$ cat src/rtl/uart_boot_loader.sv
// Boot loader: receives an 8N1 UART image (A5, LEN, payload, CHK), writes it word by word
// over a Wishbone classic master port, and releases the core reset once the checksum matches.
module uart_boot_loader #(
   parameter int          CLKS_PER_BIT = 434,
   parameter logic [31:0] BASE_ADDR    = 32'h0000_0000,
   parameter int          MAX_WORDS    = 4096
) (
   input  logic        clk,
   input  logic        reset_n,
   input  logic        i_uart_rx,
   output logic [31:0] o_wb_adr,
   output logic [31:0] o_wb_dat,
   output logic [3:0]  o_wb_sel,
   output logic        o_wb_we,
   output logic        o_wb_cyc,
   output logic        o_wb_stb,
   input  logic        i_wb_ack,
   output logic        o_core_rst_n,
   output logic        o_boot_done,
   output logic        o_boot_err
);
   localparam int CW = $clog2(CLKS_PER_BIT + 1);
   localparam int IW = $clog2(MAX_WORDS + 1);
   localparam logic [CW-1:0] HALF_M1 = CW'(CLKS_PER_BIT / 2 - 1);
   localparam logic [CW-1:0] FULL_M1 = CW'(CLKS_PER_BIT - 1);

   typedef enum logic [1:0] {RX_IDLE, RX_START, RX_DATA, RX_STOP} rx_state_t;
   typedef enum logic [2:0] {
      M_WAIT_MAGIC, M_LEN_LO, M_LEN_HI, M_DATA, M_WRITE, M_CHECK, M_DONE, M_ERR
   } m_state_t;

   rx_state_t     rx_state_q;
   logic          rx_s1_q, rx_s2_q, rx_prev_q;
   logic [CW-1:0] rx_cnt_q;
   logic [2:0]    rx_bit_q;
   logic [7:0]    rx_shift_q;
   logic [7:0]    byte_q;
   logic          byte_valid_q, frame_err_q;

   // Receiver: bits are sampled at their centres, timed from the start-bit midpoint.
   always_ff @(posedge clk or negedge reset_n) begin
      if (!reset_n) begin
         rx_state_q   <= RX_IDLE;
         rx_s1_q      <= 1'b1;
         rx_s2_q      <= 1'b1;
         rx_prev_q    <= 1'b1;
         rx_cnt_q     <= '0;
         rx_bit_q     <= '0;
         rx_shift_q   <= '0;
         byte_q       <= '0;
         byte_valid_q <= 1'b0;
         frame_err_q  <= 1'b0;
      end else begin
         rx_s1_q      <= i_uart_rx;
         rx_s2_q      <= rx_s1_q;
         rx_prev_q    <= rx_s2_q;
         byte_valid_q <= 1'b0;
         frame_err_q  <= 1'b0;
         case (rx_state_q)
            RX_IDLE: begin
               if (rx_prev_q && !rx_s2_q) begin
                  rx_state_q <= RX_START;
                  rx_cnt_q   <= '0;
               end
            end
            RX_START: begin
               if (rx_cnt_q == HALF_M1) begin
                  rx_cnt_q   <= '0;
                  rx_bit_q   <= '0;
                  rx_state_q <= rx_s2_q ? RX_IDLE : RX_DATA;
               end else begin
                  rx_cnt_q <= rx_cnt_q + CW'(1);
               end
            end
            RX_DATA: begin
               if (rx_cnt_q == FULL_M1) begin
                  rx_cnt_q   <= '0;
                  rx_shift_q <= {rx_s2_q, rx_shift_q[7:1]};
                  if (rx_bit_q == 3'd7) rx_state_q <= RX_STOP;
                  else                  rx_bit_q   <= rx_bit_q + 3'd1;
               end else begin
                  rx_cnt_q <= rx_cnt_q + CW'(1);
               end
            end
            RX_STOP: begin
               if (rx_cnt_q == FULL_M1) begin
                  rx_cnt_q   <= '0;
                  rx_state_q <= RX_IDLE;
                  if (rx_s2_q) begin
                     byte_valid_q <= 1'b1;
                     byte_q       <= rx_shift_q;
                  end else begin
                     frame_err_q <= 1'b1;
                  end
               end else begin
                  rx_cnt_q <= rx_cnt_q + CW'(1);
               end
            end
            default: rx_state_q <= RX_IDLE;
         endcase
      end
   end

   m_state_t      state_q;
   logic [7:0]    len_lo_q;
   logic [IW-1:0] len_q, idx_q;
   logic [1:0]    bcnt_q;
   logic [31:0]   word_q;
   logic [7:0]    chk_q;

   logic [15:0]   len_d;
   logic          len_bad_d;
   logic [IW-1:0] idx_d;
   logic [31:0]   word_d;

   assign len_d     = {byte_q, len_lo_q};
   assign len_bad_d = (len_d == 16'd0) || ({16'd0, len_d} > $unsigned(MAX_WORDS));
   assign idx_d     = idx_q + IW'(1);
   assign word_d    = {byte_q, word_q[31:8]};

   always_ff @(posedge clk or negedge reset_n) begin
      if (!reset_n) begin
         state_q      <= M_WAIT_MAGIC;
         len_lo_q     <= '0;
         len_q        <= '0;
         idx_q        <= '0;
         bcnt_q       <= '0;
         word_q       <= '0;
         chk_q        <= '0;
         o_wb_adr     <= '0;
         o_wb_dat     <= '0;
         o_wb_sel     <= '0;
         o_wb_we      <= 1'b0;
         o_wb_cyc     <= 1'b0;
         o_wb_stb     <= 1'b0;
         o_core_rst_n <= 1'b0;
         o_boot_done  <= 1'b0;
         o_boot_err   <= 1'b0;
      end else if (frame_err_q && state_q != M_DONE) begin
         state_q    <= M_ERR;
         o_boot_err <= 1'b1;
         o_wb_cyc   <= 1'b0;
         o_wb_stb   <= 1'b0;
         o_wb_we    <= 1'b0;
         o_wb_sel   <= '0;
      end else begin
         case (state_q)
            M_WAIT_MAGIC, M_ERR: begin
               if (byte_valid_q && byte_q == 8'hA5) begin
                  state_q    <= M_LEN_LO;
                  o_boot_err <= 1'b0;
                  chk_q      <= '0;
                  idx_q      <= '0;
                  bcnt_q     <= '0;
               end
            end
            M_LEN_LO: begin
               if (byte_valid_q) begin
                  len_lo_q <= byte_q;
                  state_q  <= M_LEN_HI;
               end
            end
            M_LEN_HI: begin
               if (byte_valid_q) begin
                  if (len_bad_d) begin
                     state_q    <= M_ERR;
                     o_boot_err <= 1'b1;
                  end else begin
                     len_q   <= IW'(len_d);
                     state_q <= M_DATA;
                  end
               end
            end
            M_DATA: begin
               if (byte_valid_q) begin
                  word_q <= word_d;
                  chk_q  <= chk_q + byte_q;
                  bcnt_q <= bcnt_q + 2'd1;
                  if (bcnt_q == 2'd3) begin
                     state_q  <= M_WRITE;
                     o_wb_adr <= BASE_ADDR + 32'({idx_q, 2'b00});
                     o_wb_dat <= word_d;
                     o_wb_sel <= 4'hF;
                     o_wb_we  <= 1'b1;
                     o_wb_cyc <= 1'b1;
                     o_wb_stb <= 1'b1;
                  end
               end
            end
            M_WRITE: begin
               // A new byte before the ack means the slave is too slow: abandon the cycle.
               if (byte_valid_q || i_wb_ack) begin
                  o_wb_cyc <= 1'b0;
                  o_wb_stb <= 1'b0;
                  o_wb_we  <= 1'b0;
                  o_wb_sel <= '0;
               end
               if (byte_valid_q) begin
                  state_q    <= M_ERR;
                  o_boot_err <= 1'b1;
               end else if (i_wb_ack) begin
                  idx_q   <= idx_d;
                  state_q <= (idx_d == len_q) ? M_CHECK : M_DATA;
               end
            end
            M_CHECK: begin
               if (byte_valid_q) begin
                  if (byte_q == chk_q) begin
                     state_q      <= M_DONE;
                     o_boot_done  <= 1'b1;
                     o_core_rst_n <= 1'b1;
                  end else begin
                     state_q    <= M_ERR;
                     o_boot_err <= 1'b1;
                  end
               end
            end
            M_DONE: ;
            default: state_q <= M_WAIT_MAGIC;
         endcase
      end
   end
endmodule

$ cat config.mk
export PLATFORM = sky130hd
export DESIGN_NAME = uart_boot_loader
export DESIGN_NICKNAME = d
export VERILOG_FILES = /design/src/rtl/uart_boot_loader.sv
export SDC_FILE = /design/constraint.sdc
export NUM_CORES = 1
export LEC_CHECK = 0
export CAP_MARGIN = 20
export CORE_ASPECT_RATIO = 0.75
export CORE_MARGIN = 8
export CORE_UTILIZATION = 60
export DETAILED_ROUTE_END_ITERATION = 7
export GPL_TIMING_DRIVEN = 0
export PLACE_DENSITY = 0.9
export SETUP_SLACK_MARGIN = 0.4
export SYNTH_ARGS = -nofsm -noshare
export SYNTH_HDL_FRONTEND = slang
export SYNTH_SLANG_ARGS = --single-unit
$ cat constraint.sdc
create_clock -name clk -period 6.65 [get_ports clk]
set_input_delay 0.9975 -clock clk [delete_from_list [all_inputs] [get_ports clk]]
set_output_delay 0.9975 -clock clk [all_outputs]
set_load 0.005 [all_outputs]
==> reports/metrics.cfg <==
[outcome]
outcome=finished clean

[global_route]
grt_pass1_wl_um=32200
use_met2_pct=37.2
met3_usage_pct=6.05
grt_pass1_vias=6136
met1_usage_pct=32.2
track_usage_pct=24.1
antenna_found_initial=0
grt_max_degree=105
grt_overflow=0
top_usage_layer=met2

[clocking]
post_cts_buffers=0
cts_hold_buf=0
post_cts_resized=0
cts_sinks=154
h-tree-depth=4
cts_inserted_buffers=17
cts.clk_slew.worst_paths_ns=0.08
cts_tree=yes
clock_path_buffers=2
clkLatencyLatePin_ns=0.44
root_buffer=clkbuf_16

[routing]
wl_um=19500
wl_per_cell_um=19.0
ant_nets=0
drt_iter0_markers=530
via_per_inst=5.99
first_pass_iters=5
vias=6137
post-route-drc-count=0

[timing]
tightest_slew_ns=0.748
period_needed_ns=2.80
layout_setup_ws_ns=3.85
setup_viol=0
period_share_pct=42.1
slew_viol_final=0
fmax_mhz=357
rsz0062_at_grt=false
max_slew_margin_pct=49.7
final.setup.tns_ns=0
clock_skew_ns=0.0112
hold_viol=0

[setup_path]
endpoint_kind=flop
reg2reg_from=idx_q[0]$_DFFE_PN0P_
critPathArrivalTime_ns=3.13
crit_fanout=7
cp-start-kind=flop
crit_slowest_cell=or4b_1
max_stage_delay_ns=0.53
crit_family=simple AND/OR/NAND/NOR gates
cp-startpoint=idx_q[0]$_DFFE_PN0P_
path_buf_inv=0
crit_type=flop to flop
crit_chain=ha_1 > and4_1 > or4b_1 > xnor2_1 > nor4_2 > nand4_1 > o21ba_1
cp.required_ns=6.98

[cells_and_area]
area_delta_synth_final_pct=19.7
fin_util_pct=74.2
final_common_cell=dfrtp_1
final_layout_size_suffix_gt1_share_pct=18.1
nNetsFinal=865
final_cell_mix=dfrtp_1 (151), nand2_1 (135), mux2_2 (62)
num_antenna_cells=0
fin_area_um2=9190

[floorplanning]
start_util_pct=62.0
fp.dieH_um=114
num_io_pins=78
die_area_um2=16700
die_w_um=147
rows=35
core_area_um2=12400

[min_path]
hold_path_class=flop to flop
worstHoldStart=rx_s1_q$_DFF_PN1_

[run]
cap_violations=0

[yosys]
ys_seq_area_share_pct=50.2
async_flop_share_pct=100
synth_cell_types=77
synth_seq_cells=154
synth_area_um2=7680
yosys_warnings=0
synth_edf_count=0
synth_cells=748
synth_flop_cell=dfrtp_1
syn_area_per_cell_um2=10.3

[pwr]
leakage_nw=4.43
powerDensity_nw_per_um2=288
p_total_w=0.00264
ir_drop_v=0.000233

[placed_design]
pre_cts_ws_ns=3.56
gp_congestion=0.945
port_buffers=58
placed_cell_area_um2=8560
dp_hpwl_um=12900

==> metal layers <==
layer / up-vias / routed length, µm / part of all wire, %
li1: 2794 / - / -
met1: 3006 / 8420 / 43
met2: 298 / 9080 / 47
met3: 39 / 1580 / 8.1
met4: 0 / 419 / 2.1
met5: - / 0 / 0
==> worst reg2reg max path: stages (launching register included) <==
cell     delay [ns]
dfrtp_1        0.51
ha_1           0.36
and4_1         0.35
or4b_1         0.53
xnor2_1        0.17
nor4_2         0.43
nand4_1        0.15
o21ba_1        0.20
==> through the flow <==
step | hold WS, ns | instances
floorplan | 0.345 | 766
global placement | 0.345 | 990
detailed placement | 0.348 | 991
CTS | 0.359 | 1023
global route | 0.361 | 1024
finish | 0.358 | 1024
==> layout make-up <==
cell class	instances	area [µm²]
Buffer	61	350
Clock buffer	17	425
Clock inverter	15	196
Fill cell	807	3200
Inverter	22	82.6
Multi-Input combinational cell	529	3460
Sequential cell	154	3860
Tap cell	166	208
Timing Repair Buffer	60	614
==> flip-flops by register name, summed over array words and instances, names as in the netlist, 8 cells and up, named ones only <==
name,count
len_lo_q,8
chk_q,8
o_wb_adr,13
idx_q,13
word_q,24
len_q,13
rx_shift_q,8
rx_cnt_q,9
byte_q,8
o_wb_dat,32
==> Yosys cell counts, drive strengths merged, types with 3 or more instances <==
library cell / number / area share [%]
dfrtp: 151 / 49
nand2: 136 / 6.7
mux2: 66 / 9.7
o21ai: 55 / 3.7
buf: 41 / 3.6
nor2: 30 / 1.5
inv: 21 / 1.0
clkbuf: 20 / 0.99
nand3: 16 / 1.1
ha: 15 / 2.4
xnor2: 15 / 1.7
a21oi: 14 / 0.91
a22o: 11 / 1.3
nand2b: 11 / 0.90
nor2b: 11 / 0.90
and3: 9 / 0.75
a31oi: 8 / 0.73
nor3: 8 / 0.52
nor4: 8 / 0.73
o211ai: 8 / 0.78
xor2: 8 / 0.91
nand4: 7 / 0.57
a211oi: 6 / 0.59
mux2i: 6 / 0.78
a211o: 4 / 0.49
a21o: 4 / 0.39
nor3b: 4 / 0.39
and2: 3 / 0.24
dfstp: 3 / 1.0
o22ai: 3 / 0.24
o31a: 3 / 0.34
or2: 3 / 0.24
or4b: 3 / 0.39
==> final timing paths <==
| path | slack, ns | endpoint | cells after the start |
|---|---|---|---|
| min in group asynchronous | 0.50 | o_wb_adr[7]$_DFFE_PN0P_ | 1 |
| max reg2reg | 3.85 | state_q[1]$_DFFE_PN0P_ | 7 |
| min | 0.36 | rx_s2_q$_DFF_PN1_ | 0 |
| max | 3.85 | state_q[1]$_DFFE_PN0P_ | 7 |
| min reg2reg | 0.36 | rx_s2_q$_DFF_PN1_ | 0 |
| max in group asynchronous | 5.29 | rx_s1_q$_DFF_PN1_ | 2 |
==> where the power goes <==
group	switching (W)	total, W	internal, W
sequential	0.0000538	0.00104	0.000985
combinational	0.000349	0.000615	0.000266
clock	0.000476	0.000989	0.000513
total	0.000880	0.00264	0.00176
==> logic make-up (layout without fill, tap and decap cells) <==
| logic type | Yosys count | in the layout | share of synthesized area [%] |
|---|---|---|---|
| AO/OA/AOI/OAI | 141 | 141 | 12.3 |
| XOR/XNOR | 23 | 23 | 2.62 |
| adder cells (fa/ha/maj) | 16 | 16 | 2.70 |
| buffers and inverters | 83 | 175 | 5.64 |
| flip-flops | 154 | 154 | 50.2 |
| multiplexers | 72 | 72 | 10.5 |
| other | 1 | 19 | 0.0488 |
| AND/OR/NAND/NOR | 258 | 258 | 15.9 |
Note: power is estimated with default switching activity, not from simulation.
==> variant 1 (same settings) <==
The 4 states of `rx_state_t` get a one-hot encoding in 4 bits.
--- a/src/rtl/uart_boot_loader.sv
+++ b/src/rtl/uart_boot_loader.sv
@@ -24,7 +24,7 @@
    localparam logic [CW-1:0] HALF_M1 = CW'(CLKS_PER_BIT / 2 - 1);
    localparam logic [CW-1:0] FULL_M1 = CW'(CLKS_PER_BIT - 1);
 
-   typedef enum logic [1:0] {RX_IDLE, RX_START, RX_DATA, RX_STOP} rx_state_t;
+   typedef enum logic [3:0] {RX_IDLE = 4'b0001, RX_START = 4'b0010, RX_DATA = 4'b0100, RX_STOP = 4'b1000} rx_state_t;
    typedef enum logic [2:0] {
       M_WAIT_MAGIC, M_LEN_LO, M_LEN_HI, M_DATA, M_WRITE, M_CHECK, M_DONE, M_ERR
    } m_state_t;
Check against the original RTL: same outputs for any inputs over 4 cycles, from zero or initial values and one cycle with reset_n low; so few cycles prove little.
==> variant 1 against the unedited design <==
Wire length down 4.3%; setup slack better by 0.25 ns; cell area shrank 1.2%; sequential cell count is 2 higher; area after synthesis shrank 0.60%.
Power is not compared: it rests on default switching activity, and its combinational part moved more than twofold at a synthesized area within 25%.
==> variant 1: results (changes against the unedited design) <==
Run status
  • Status: completed

Place
  • Pre-CTS setup slack: 3.88 ns (+0.319 ns)
  • Instance area after placement: 0.00852 mm2 (-0.54%)

Cells and area
  • Total of fill cells in the finished design: 780 (-3.3%)
  • Signal buffers share of area: 0.102 (-0.00316)
  • Number of multi-input combinational cells in the layout: 510 (-3.6%)
  • Non-clock inverters: 12 (-45%)
  • Count of clock-net buffers in the final layout: 18 (+1)
  • Seq area share: 0.430 (+0.0106)
  • Multi-input combinational cell area: 0.00343 mm2 (-0.72%)
  • Clock buf/inv share: 0.0623 (-0.00540)
  • Number of nets in the layout: 828 (-4.3%)

GRT
  • Total global-route track usage: 0.226 (-0.0154)
  • Vias in the first global route: 5,959 (-2.9%)
  • Global-route wire length before repair: 30.3 mm (-5.9%)
  • Met2 capacity usage during global routing: 0.377 (+0.00418)
  • Met1 track demand over resource in global routing: 0.279 (-0.0428)
  • Met3 capacity usage during global routing: 0.0534 (-0.00712)

Routing
  • Via density per instance: 5.93 (-1.1%)
  • Initial DRC Count: 564 (+6.4%)
  • Total number of vias: 5,851 (-4.7%)
  • Detail Route met2 WL: 9.32 mm (+2.6%)
  • Number of detailed-routing iterations run before antenna repair: 7 (+2)

Worst setup path
  • R2r endpoint: state_q[2]
  • Delay contributed by the slowest stage of the critical path: 0.61 ns (+0.08 ns)
  • Critical path launch point: idx_q[4]
  • Reg2Reg Setup Slack: 4.10 ns (+0.25 ns)
  • Number of cells traversed by the worst register-to-register path: 6 (-1)
  • Critical Path Slowest Stage Cell: sky130_fd_sc_hd__nor4_1
  • Signal arrival time at the worst endpoint: 2.91 ns (-0.22 ns)

Logic synthesis
  • Portion of the post-synthesis area used by sequential elements: 0.512 (+0.00977)
  • Top cell types by occurrence after synthesis: sky130_fd_sc_hd__dfrtp_1 (152), sky130_fd_sc_hd__nand2_1 (133), sky130_fd_sc_hd__mux2_2 (75)
  • Xor and xnor area share after synthesis: 0.0397 (+0.0134)
  • Share of cell area taken by muxes after synthesis: 0.119 (+0.0142)
  • Compound-cell area share of the yosys netlist: 0.0911 (-0.0320)

Clock tree
  • Clock-pin slew reported for the worst setup and hold paths after clock tree synthesis: 0.06 ns (-0.02 ns)
  • Sink count of the clock tree: 156 (+1.3%)

Timing
  • Slew @ Worst Pin: 0.788 ns (+0.0399 ns)
  • Clock skew after layout: 0.0140 ns (+0.00282 ns)
## variant 1: cell types whose count changed in the layout (fill, tap and decap cells not counted), moves of 5 or more
cell	delta
sky130_fd_sc_hd__o21ai_0	-21
sky130_fd_sc_hd__mux2_2	+13
sky130_fd_sc_hd__inv_1	-10
sky130_fd_sc_hd__nand2b_1	-10
sky130_fd_sc_hd__nor2_1	+10
sky130_fd_sc_hd__a21oi_1	+7
sky130_fd_sc_hd__clkinv_8	-7
sky130_fd_sc_hd__nor2b_1	-7
sky130_fd_sc_hd__a31oi_1	-6
sky130_fd_sc_hd__clkbuf_1	-6
sky130_fd_sc_hd__o211ai_1	-6
sky130_fd_sc_hd__a22o_1	-5
sky130_fd_sc_hd__xnor2_1	+5
## variant 1: critical path, delay by kind of cell (launching register included)
kind	cells	cell delay (ns)
AND/OR/NAND/NOR	3	1.24
AO/OA/AOI/OAI	3	0.78
flip-flops	1	0.48
==> variant 2 (same flow settings) <==
Without the edit above. The parameter `MAX_WORDS` goes from 4096 to 8192.
--- a/src/rtl/uart_boot_loader.sv
+++ b/src/rtl/uart_boot_loader.sv
@@ -3,7 +3,7 @@
 module uart_boot_loader #(
    parameter int          CLKS_PER_BIT = 434,
    parameter logic [31:0] BASE_ADDR    = 32'h0000_0000,
-   parameter int          MAX_WORDS    = 4096
+   parameter int          MAX_WORDS    = 8192
 ) (
    input  logic        clk,
    input  logic        reset_n,
Formal check against the unedited RTL: same outputs for any inputs over 4 cycles, from zero or initial values and one cycle with reset_n low; that may be too few to reach the edited logic, so the function may still have changed.
==> variant 2 against the unedited design <==
Sequential share of layout area up 1.2 points; setup slack worse by 0.12 ns; sequential cell count up 3; area after synthesis down 1.3%; cell area down 0.97%; via count down 6.0%; worst hold slack worse by 0.0016 ns; non-clock buffer count down 7; wire length down 7.0%.
Power is not compared: it rests on default switching activity, and its combinational part moved more than twofold at a synthesized area within 25%.
==> variant 2: results (changes against the unedited design) <==
Logic synthesis
  • Cell types with the largest area share after synthesis: sky130_fd_sc_hd__dfrtp_1 (51%), sky130_fd_sc_hd__mux2_2 (11%), sky130_fd_sc_hd__nand2_1 (5.7%)
  • Cell variety after synth: 64 (-17%)
  • Portion of the post-synthesis area used by sequential elements: 0.519 (+0.0163)
  • Top cell types by occurrence after synthesis: sky130_fd_sc_hd__dfrtp_1 (154), sky130_fd_sc_hd__nand2_1 (115), sky130_fd_sc_hd__mux2_2 (76)

Timing
  • Fin Hold WS: 0.356 ns (-0.00164 ns)
  • Slew @ Worst Pin: 1.08 ns (+0.327 ns)
  • Clock skew after layout: 0.00788 ns (-0.00332 ns)

GRT
  • Maximum number of pins on one net before global-route repair: 108 (+2.9%)
  • Met1 track demand over resource in global routing: 0.298 (-0.0234)
  • Vias in the first global route: 5,882 (-4.1%)
  • Met2 capacity usage during global routing: 0.351 (-0.0210)
  • Total global-route track usage: 0.224 (-0.0167)
  • Global-route wire length before repair: 30.1 mm (-6.4%)
  • Met3 capacity usage during global routing: 0.0506 (-0.00988)

Place
  • Count of input and output buffers: 59 (+1.7%)
  • Weighted congestion reported at the end of routability-driven placement: 0.868 (-8.1%)
  • Detail Placement HPWL: 12.3 mm (-4.0%)

Routing
  • WL per Instance: 18.5 um (-3.0%)
  • Routed length on met3: 1.26 mm (-20%)
  • Total number of vias: 5,770 (-6.0%)
  • Initial DRC Count: 606 (+14%)
  • Detail Route met2 WL: 8.48 mm (-6.6%)
  • Wl on met1: 8.03 mm (-4.6%)

Cells and area
  • Number of nets in the layout: 823 (-4.9%)
  • Share of layout cells above drive strength 1: 0.195 (+0.0142)
  • Total of fill cells in the finished design: 802 (-0.62%)
  • Largest register by flop count: o_wb_dat

Worst setup path
  • Max Fanout on Critical Path: 9 (+2)

Run status
  • Status: completed

Clock tree
  • Post-CTS setup buffer count: 0 (unchanged)
-- variant 2: changes by cell type after synthesis, sizes merged, moves of 7 or more --
cell,change
mux2,+17
nand2,-21
nand2b,-8
o21ai,-7
nor2,+9
-- variant 2: how the worst max path moves through the flow --
| stage | start | to | slack (ns) | depth (start not counted) |
|---|---|---|---|---|
| after floorplan | idx_q[0] | state_q[1] | 4.50 | 7 |
| after global placement | reset_n | o_wb_dat[20] | -1.35 | 1 |
| after detailed placement | i_wb_ack | idx_q[13] | 3.53 | 7 |
| after CTS | idx_q[0] | state_q[1] | 3.76 | 7 |
| after global routing | idx_q[0] | state_q[1] | 3.45 | 7 |
| final | idx_q[0] | state_q[1] | 3.73 | 7 |
-- variant 2: area by class of cell --
type	instances	area [um2]	area share
Buffer	54	314	0.0345
Clock buffer	17	425	0.0467
Clock inverter	15	203	0.0223
Inverter	17	63.8	0.00701
Multi-Input combinational cell	496	3340	0.367
Sequential cell	157	3930	0.432
Tap cell	166	208	0.0228
Timing Repair Buffer	60	619	0.0681
-- variant 2: logic make-up (layout without fill, tap and decap cells) --
| family | after synthesis | count (layout) | synth area share |
|---|---|---|---|
| AND/OR/NAND/NOR | 227 | 227 | 0.139 |
| flip-flops | 157 | 157 | 0.519 |
| AO/OA/AOI/OAI | 121 | 121 | 0.105 |
| multiplexers | 85 | 85 | 0.126 |
| buffers and inverters | 71 | 163 | 0.0498 |
| XOR/XNOR | 29 | 29 | 0.0335 |
| adder cells (fa/ha/maj) | 16 | 16 | 0.0274 |
| other | 1 | 18 | 0.000495 |
-- variant 2: critical path, stage by stage (launching register included) --
cell                        delay [ns]
sky130_fd_sc_hd__dfrtp_1          0.47
sky130_fd_sc_hd__ha_1             0.34
sky130_fd_sc_hd__nand2_1          0.26
sky130_fd_sc_hd__or3_1            0.40
sky130_fd_sc_hd__a2111oi_0        0.57
sky130_fd_sc_hd__nand4_1          0.22
sky130_fd_sc_hd__nor4_2           0.37
sky130_fd_sc_hd__o211ai_1         0.16
-- variant 2: power breakdown --
group	leakage (nW)	switching [W]	internal [W]
clock network	0.306	0.000427	0.000606
logic	1.94	0.0000815	0.0000538
registers	2.15	0.0000305	0.000978
total	4.40	0.000539	0.00164
-- variant 2: stage by stage --
stage / setup TNS, ns / area, um2 / worst slack [ns] / cells / utilization
after floorplan: 0 / 7650 / 4.50 / 724 / -
after global placement: -205.84 / 8440 / -1.35 / 949 / 0.686
after detailed placement: 0 / 8470 / 3.53 / 950 / 0.689
after CTS: 0 / 9100 / 3.76 / 982 / 0.740
after global routing: 0 / 9100 / 3.45 / 982 / 0.740
final: 0 / 9100 / 3.73 / 982 / 0.740
